File: config.mk
export PLATFORM = sky130hd
export DESIGN_NAME = hazard_unit
export DESIGN_NICKNAME = d
export VERILOG_FILES = /design/src/rtl/hazard_unit.sv
export SDC_FILE = /design/constraint.sdc
export NUM_CORES = 1
export LEC_CHECK = 0
export CAP_MARGIN = 20
export CORE_MARGIN = 4
export CORE_UTILIZATION = 35
export DETAILED_ROUTE_END_ITERATION = 10
export DONT_BUFFER_PORTS = 1
export REMOVE_ABC_BUFFERS = 1
export SLEW_MARGIN = 30
export SYNTH_ARGS = -nofsm -noshare
export SYNTH_HDL_FRONTEND = slang
export SYNTH_SLANG_ARGS = --single-unit
File: constraint.sdc
create_clock -name clk -period 2.6 [get_ports clk]
set_input_delay 0.52 -clock clk [delete_from_list [all_inputs] [get_ports clk]]
set_output_delay 0.52 -clock clk [all_outputs]
set_load 0.01 [all_outputs]
File: src/rtl/hazard_unit.sv
// Hazard controller for the 5-stage MIPS pipeline. It produces the forwarding selects,
// the stall and flush controls, mult/div busy sequencing and a stall-cycle statistic.
module hazard_unit #(
    parameter int MD_LATENCY = 4,
    parameter int CNT_W      = 16
) (
    input  logic             clk,
    input  logic             rst,
    input  logic [4:0]       rsD,
    input  logic [4:0]       rtD,
    input  logic [4:0]       rsE,
    input  logic [4:0]       rtE,
    input  logic [4:0]       writeRegE,
    input  logic [4:0]       writeRegM,
    input  logic [4:0]       writeRegW,
    input  logic             regWriteE,
    input  logic             regWriteM,
    input  logic             regWriteW,
    input  logic             memToRegE,
    input  logic             memToRegM,
    input  logic             branchD,
    input  logic             jumpD,
    input  logic             pcSrcD,
    input  logic             mdStartD,
    input  logic             mdUseD,
    output logic             stallF,
    output logic             stallD,
    output logic             flushD,
    output logic             flushE,
    output logic             forwardAD,
    output logic             forwardBD,
    output logic [1:0]       forwardAE,
    output logic [1:0]       forwardBE,
    output logic             mdBusy,
    output logic [CNT_W-1:0] stallCount
);

    logic [3:0]       r_mdCnt;
    logic [CNT_W-1:0] r_stallCnt;

    logic w_wrE, w_wrM, w_wrW;
    logic w_lwStall, w_brStall, w_mdStall, w_stall;

    // Register 0 is hard-wired zero, so a write to it never creates a dependency.
    assign w_wrE = regWriteE && (writeRegE != 5'd0);
    assign w_wrM = regWriteM && (writeRegM != 5'd0);
    assign w_wrW = regWriteW && (writeRegW != 5'd0);

    always_comb begin
        forwardAE = 2'b00;
        if (w_wrM && writeRegM == rsE)      forwardAE = 2'b10;
        else if (w_wrW && writeRegW == rsE) forwardAE = 2'b01;
        forwardBE = 2'b00;
        if (w_wrM && writeRegM == rtE)      forwardBE = 2'b10;
        else if (w_wrW && writeRegW == rtE) forwardBE = 2'b01;
    end

    assign forwardAD = w_wrM && (writeRegM == rsD);
    assign forwardBD = w_wrM && (writeRegM == rtD);

    assign w_lwStall = memToRegE && (writeRegE != 5'd0) &&
                       (writeRegE == rsD || writeRegE == rtD);
    // The branch compares in decode, so an ALU result still in E or a load in M is too late.
    assign w_brStall = branchD &&
                       ((w_wrE && (writeRegE == rsD || writeRegE == rtD)) ||
                        (memToRegM && (writeRegM != 5'd0) &&
                         (writeRegM == rsD || writeRegM == rtD)));
    assign w_mdStall = mdBusy && (mdUseD || mdStartD);
    assign w_stall   = w_lwStall || w_brStall || w_mdStall;

    assign stallF = w_stall;
    assign stallD = w_stall;
    assign flushE = w_stall;
    assign flushD = (pcSrcD || jumpD) && !w_stall;

    always_ff @(posedge clk) begin
        if (rst)
            r_mdCnt <= 4'd0;
        else if (mdStartD && !w_stall)
            r_mdCnt <= 4'(MD_LATENCY);
        else if (r_mdCnt != 4'd0)
            r_mdCnt <= r_mdCnt - 4'd1;
    end

    assign mdBusy = (r_mdCnt != 4'd0);

    always_ff @(posedge clk) begin
        if (rst)
            r_stallCnt <= '0;
        else if (w_stall && r_stallCnt != {CNT_W{1'b1}})
            r_stallCnt <= r_stallCnt + 1'b1;
    end

    assign stallCount = r_stallCnt;

endmodule

After elaboration in Yosys (flattened, before gate mapping)
Cells that the tools add are included.
- logic and storage cells: 53
- bits in registers: 20
- input port bits: 47
- output and inout port bits: 27
- $add $sub $neg: 2
- reduce and logical (&&, ||, !) cells: 33
- equality and inequality tests: 9
- muxes and demuxes: 6
- operators with widths (operator ; count):
    $eq 5x5->1 ; 8
    $logic_and 1x1->1 ; 19
    $add 16x1->16 const B ; 1
    $ne 16x16->1 const B ; 1
    $reduce_bool 5->1 ; 3
    $logic_or 1x1->1 ; 7
    $mux 3 ; 2
    $mux 2 ; 2
    $reduce_bool 4->1 ; 1
    $sub 4x1->4 const B ; 1
    $mux 1 ; 2
    $reduce_bool 2->1 ; 1
    $reduce_or 2->1 ; 1
    $logic_not 1->1 ; 1

Depth between registers and ports, before layout
- word-level depth: 10
- depth in mapped cells: 9
- depth with buffers taken out: 8

Worst setup path before layout
Ideal clock, no wire load.
- kind: input to output
- start: input writeRegE[1]
- end: output flushD
- data arrival time: 1.866 ns
- path buffers: 0
- stages: 6
- required time: 2.080 ns
- setup slack: 0.214 ns
- cells stage by stage: or4_1 nor2_1 o31ai_4 nor2_1 inv_1 nor2_1
- longest elaborated chain between the ends: 9
- elaborated cells on any way between the ends: 14
- classes of those cells: eq/ne (2); reduce/logical (12)
- ends and longest elaborated chain (item ; RTL line ; source):
    start, declared ; 13 ; input logic [4:0] writeRegE,
    $eq 5x5->1 / $reduce_bool 5->1 (equally long branches) ; -- ;
    $logic_or 1x1->1 / $logic_and 1x1->1 (equally long branches) ; 62, 65, 45 ;
    $logic_and 1x1->1 ; 65 ; ((w_wrE && (writeRegE == rsD || writeRegE == rtD)) ||
    $logic_or 1x1->1 ; 65 ;
    $logic_and 1x1->1 ; 64 ; assign w_brStall = branchD &&
    $logic_or 1x1->1 (*) (2 in series) ; 69 ; assign w_stall = w_lwStall || w_brStall || w_mdStall;
    named net flushE ; 29 ; output logic flushE,
    $logic_not 1->1 (*) ; 74 ; assign flushD = (pcSrcD || jumpD) && !w_stall;
    $logic_and 1x1->1 (*) ; 74 ;
    end, declared ; 28 ; output logic flushD,
The timed path passes the listed nets; every way through them passes the cells marked *.

Worst setup path in the final report
- start: register r_mdCnt[0]
- end: output flushD
- longest elaborated chain between the ends: 5
- ends and longest elaborated chain (item ; RTL line ; source):
    start, declared ; 38 ; logic [3:0] r_mdCnt;
    start signal, assigned ; 80 ; r_mdCnt <= 4'(MD_LATENCY);
    start signal, assigned ; 82 ; r_mdCnt <= r_mdCnt - 4'd1;
    $reduce_bool 4->1 ; 85 ; assign mdBusy = (r_mdCnt != 4'd0);
    named net mdBusy ; 34 ; output logic mdBusy,
    $logic_and 1x1->1 ; 68 ; assign w_mdStall = mdBusy && (mdUseD || mdStartD);
    $logic_or 1x1->1 ; 69 ;
    $logic_not 1->1 ; 74 ;
    $logic_and 1x1->1 ; 74 ;
The timed path passes the listed nets, and every way through them passes these cells.

==> metrics.csv <==
metric,value,unit
status,completed,
chipWidth,74.66,um
mostFrequentLayoutCells,"xor2_1, dfxtp_1, nor2_1",
grtUsageTotal,12.51,%
path_max_fanout,5,
drt_iter0_drc,68,
syn_area,0.001555,mm2
final_nets,246,
avgSynthCellArea,7.895,um2
yosys.cell_types.count,35,
clkTransAtPathRegs,0.08,ns
post-route-util,40.07,%
place_congestion,0.7754,
numPortBuffers,0,
synth_top_area_cell,dfxtp_1,
grt_max_degree,21,
hold_start,rst,
antenna_cells,0,
slew_viol_final,0,
place_hpwl,2920,um
relSlewSlack,63.39,%
synthTopCellsByArea,"dfxtp_1, xor2_1, xnor2_1",
dp.cells,242,
mostFrequentLayoutCell,xor2_1,
drt_first_pass_iters,4,
ir_worst_vdd,224.4,uV
vias,1346,
reg2reg_depth,7,
drc_errors,0,
overflow,0,
synth_cells,197,
fmax,426.4,MHz
finalPower,1.032,mW
clock_path_buffers,2,
cts-htree-levels,1,
cp-end-kind,primary output,
criticalPathCategory,reg2out,
cap_violations,0,
layout_setup_ws,0.2548,ns
clock-sinks,20,
start_util,37.53,%
power.leakage,0.5927,nW
reg2reg_slack,0.41,ns
cts_resized,0,
setup_tns,0,ns
whs_path_depth,1,
cts_setup_buffers,0,
r2r-start,stallCount[3]$_SDFFE_PP0P_,
dieArea,0.005574,mm2
ys_seq_elements,20,
final_antenna_net_count,0,
tightest_slew,0.5442,ns
preCtsSetupSlack,0.2416,ns
antenna_found_initial,0,
worst_hold_path.endpoint,stallCount[14]$_SDFFE_PP0P_,
io_pins,74,
rows,23,
crit_arrival,1.83,ns
cts_tree,yes,
grt_first_pass_wirelength,5602,um
cts_hold_buf,0,
netlist.area_leader.share,25.74,%
ctsRootBufferMaster,clkbuf_8,
synth_warnings,0,
viasPerCell,5.472,
seq_area_frac_synth,25.74,%
insertion_delay,0.25,ns
core,0.004144,mm2
setup_viol,0,
required,2.08,ns
hold_viol_final,0,
power.density,621.8,mW/mm2
rsz0062_at_grt,no,
wl_per_cell,14.20,um
drive_above_1_share,7.143,%
start_kind,flip-flop,
die_h,74.66,um
finalWirelength,3493,um
layoutNonFillerInstCount,246,
fin_crit,2.345,ns
grt_pass1_vias,1276,
holdCritPathClass,in2reg,
regToRegEndpoint,stallCount[15]$_SDFFE_PP0P_,
numCtsBuffers,3,
finalClockSkew,0.008027,ns
area_growth,6.758,%
min_period_over_period,90.20,%
[worst max-delay path, cell delays in order (launching register included)]
cell     delay, ns
dfxtp_1       0.31
inv_1         0.08
ha_1          0.22
nand2_1       0.19
o21ai_0       0.20
o31ai_4       0.15
nor2_1        0.15
inv_1         0.07
nor2_1        0.20
[synthesized netlist by cell type (all sizes together)]
| library cell | instances |
|---|---|
| o21a | 1 |
| nand4 | 6 |
| and3 | 2 |
| nor4b | 1 |
| xor2 | 30 |
| nand2 | 12 |
| and4 | 1 |
| dfxtp | 20 |
| o21ba | 1 |
| ha | 2 |
| mux2 | 1 |
| a22oi | 1 |
| and2 | 2 |
| a21oi | 15 |
| nor2b | 3 |
| nor2 | 16 |
| nor3 | 8 |
| or4 | 8 |
| o211a | 2 |
| mux2i | 2 |
| xnor2 | 13 |
| inv | 3 |
| or3 | 8 |
| o31ai | 4 |
| nand3 | 8 |
| buf | 7 |
| o21ai | 11 |
| clkbuf | 5 |
| nor4 | 4 |
[registers in the layout (all words and copies together) (netlist names)]
register / cells
r_mdCnt: 4
stallCount: 16
[kinds of logic (layout without fill, tap and decap cells)]
group / count (synthesis) / after routing / share of synthesized area [%]
and+or+nand+nor: 79 / 79 / 26.95
buffers and inverters: 15 / 14 / 4.907
xor gates and xnor gates: 43 / 43 / 24.22
DFF: 20 / 20 / 25.74
AOI/OAI and AO/OA: 35 / 35 / 14.56
adders and majority gates: 2 / 2 / 1.609
muxes: 3 / 3 / 2.011
[cell type report]
| type | count | area [um2] |
|---|---|---|
| fillers | 432 | 2484 |
| multi-input cells | 162 | 1079 |
| flip-flops and latches | 20 | 400.4 |
| well taps | 50 | 62.56 |
| clock buffers | 4 | 55.05 |
| repair buffers | 7 | 52.55 |
| inverters | 3 | 11.26 |
[routing by layer]
layer	wire length (um)	global-route usage, %	share of wire (%)	vias up
met5	0	0	0	-
met4	31	2.964	0.89	0
met3	317	4.272	9.1	2
met2	1699	21.17	49	61
met1	1445	15.32	41	589
li1	-	-	-	694
[how the worst max path moves through the flow]
stage                                       start                          end  slack [ns]  cells after the start
after floorplan                      writeRegE[1]                       flushD        0.13                      6
after global placement               writeRegE[1]  stallCount[15]$_SDFFE_PP0P_        0.25                      6
after detailed placement             writeRegE[1]  stallCount[15]$_SDFFE_PP0P_        0.24                      6
after CTS                 r_mdCnt[0]$_SDFFE_PP0P_                       flushD        0.22                      8
after global routing      r_mdCnt[0]$_SDFFE_PP0P_                       flushD         0.1                      8
final                     r_mdCnt[0]$_SDFFE_PP0P_                       flushD        0.25                      8
[metrics by stage]
step           cell area [um2]  hold slack [ns]
2_1_floorplan             1490           0.4853
6_report                  1660           0.3262
5_1_grt                   1660           0.3067
4_1_cts                   1660           0.3208
3_3_place_gp              1605           0.5093
3_5_place_dp              1605           0.5051
[power by group]
group / leakage (nW) / total [mW] / internal, mW / switching, mW
logic: 0.402 / 0.440 / 0.190 / 0.250
clock network: 0.0288 / 0.230 / 0.134 / 0.0954
registers: 0.162 / 0.362 / 0.340 / 0.0220
total: 0.593 / 1.03 / 0.665 / 0.368
Note: power is estimated with default switching activity, not from simulation.
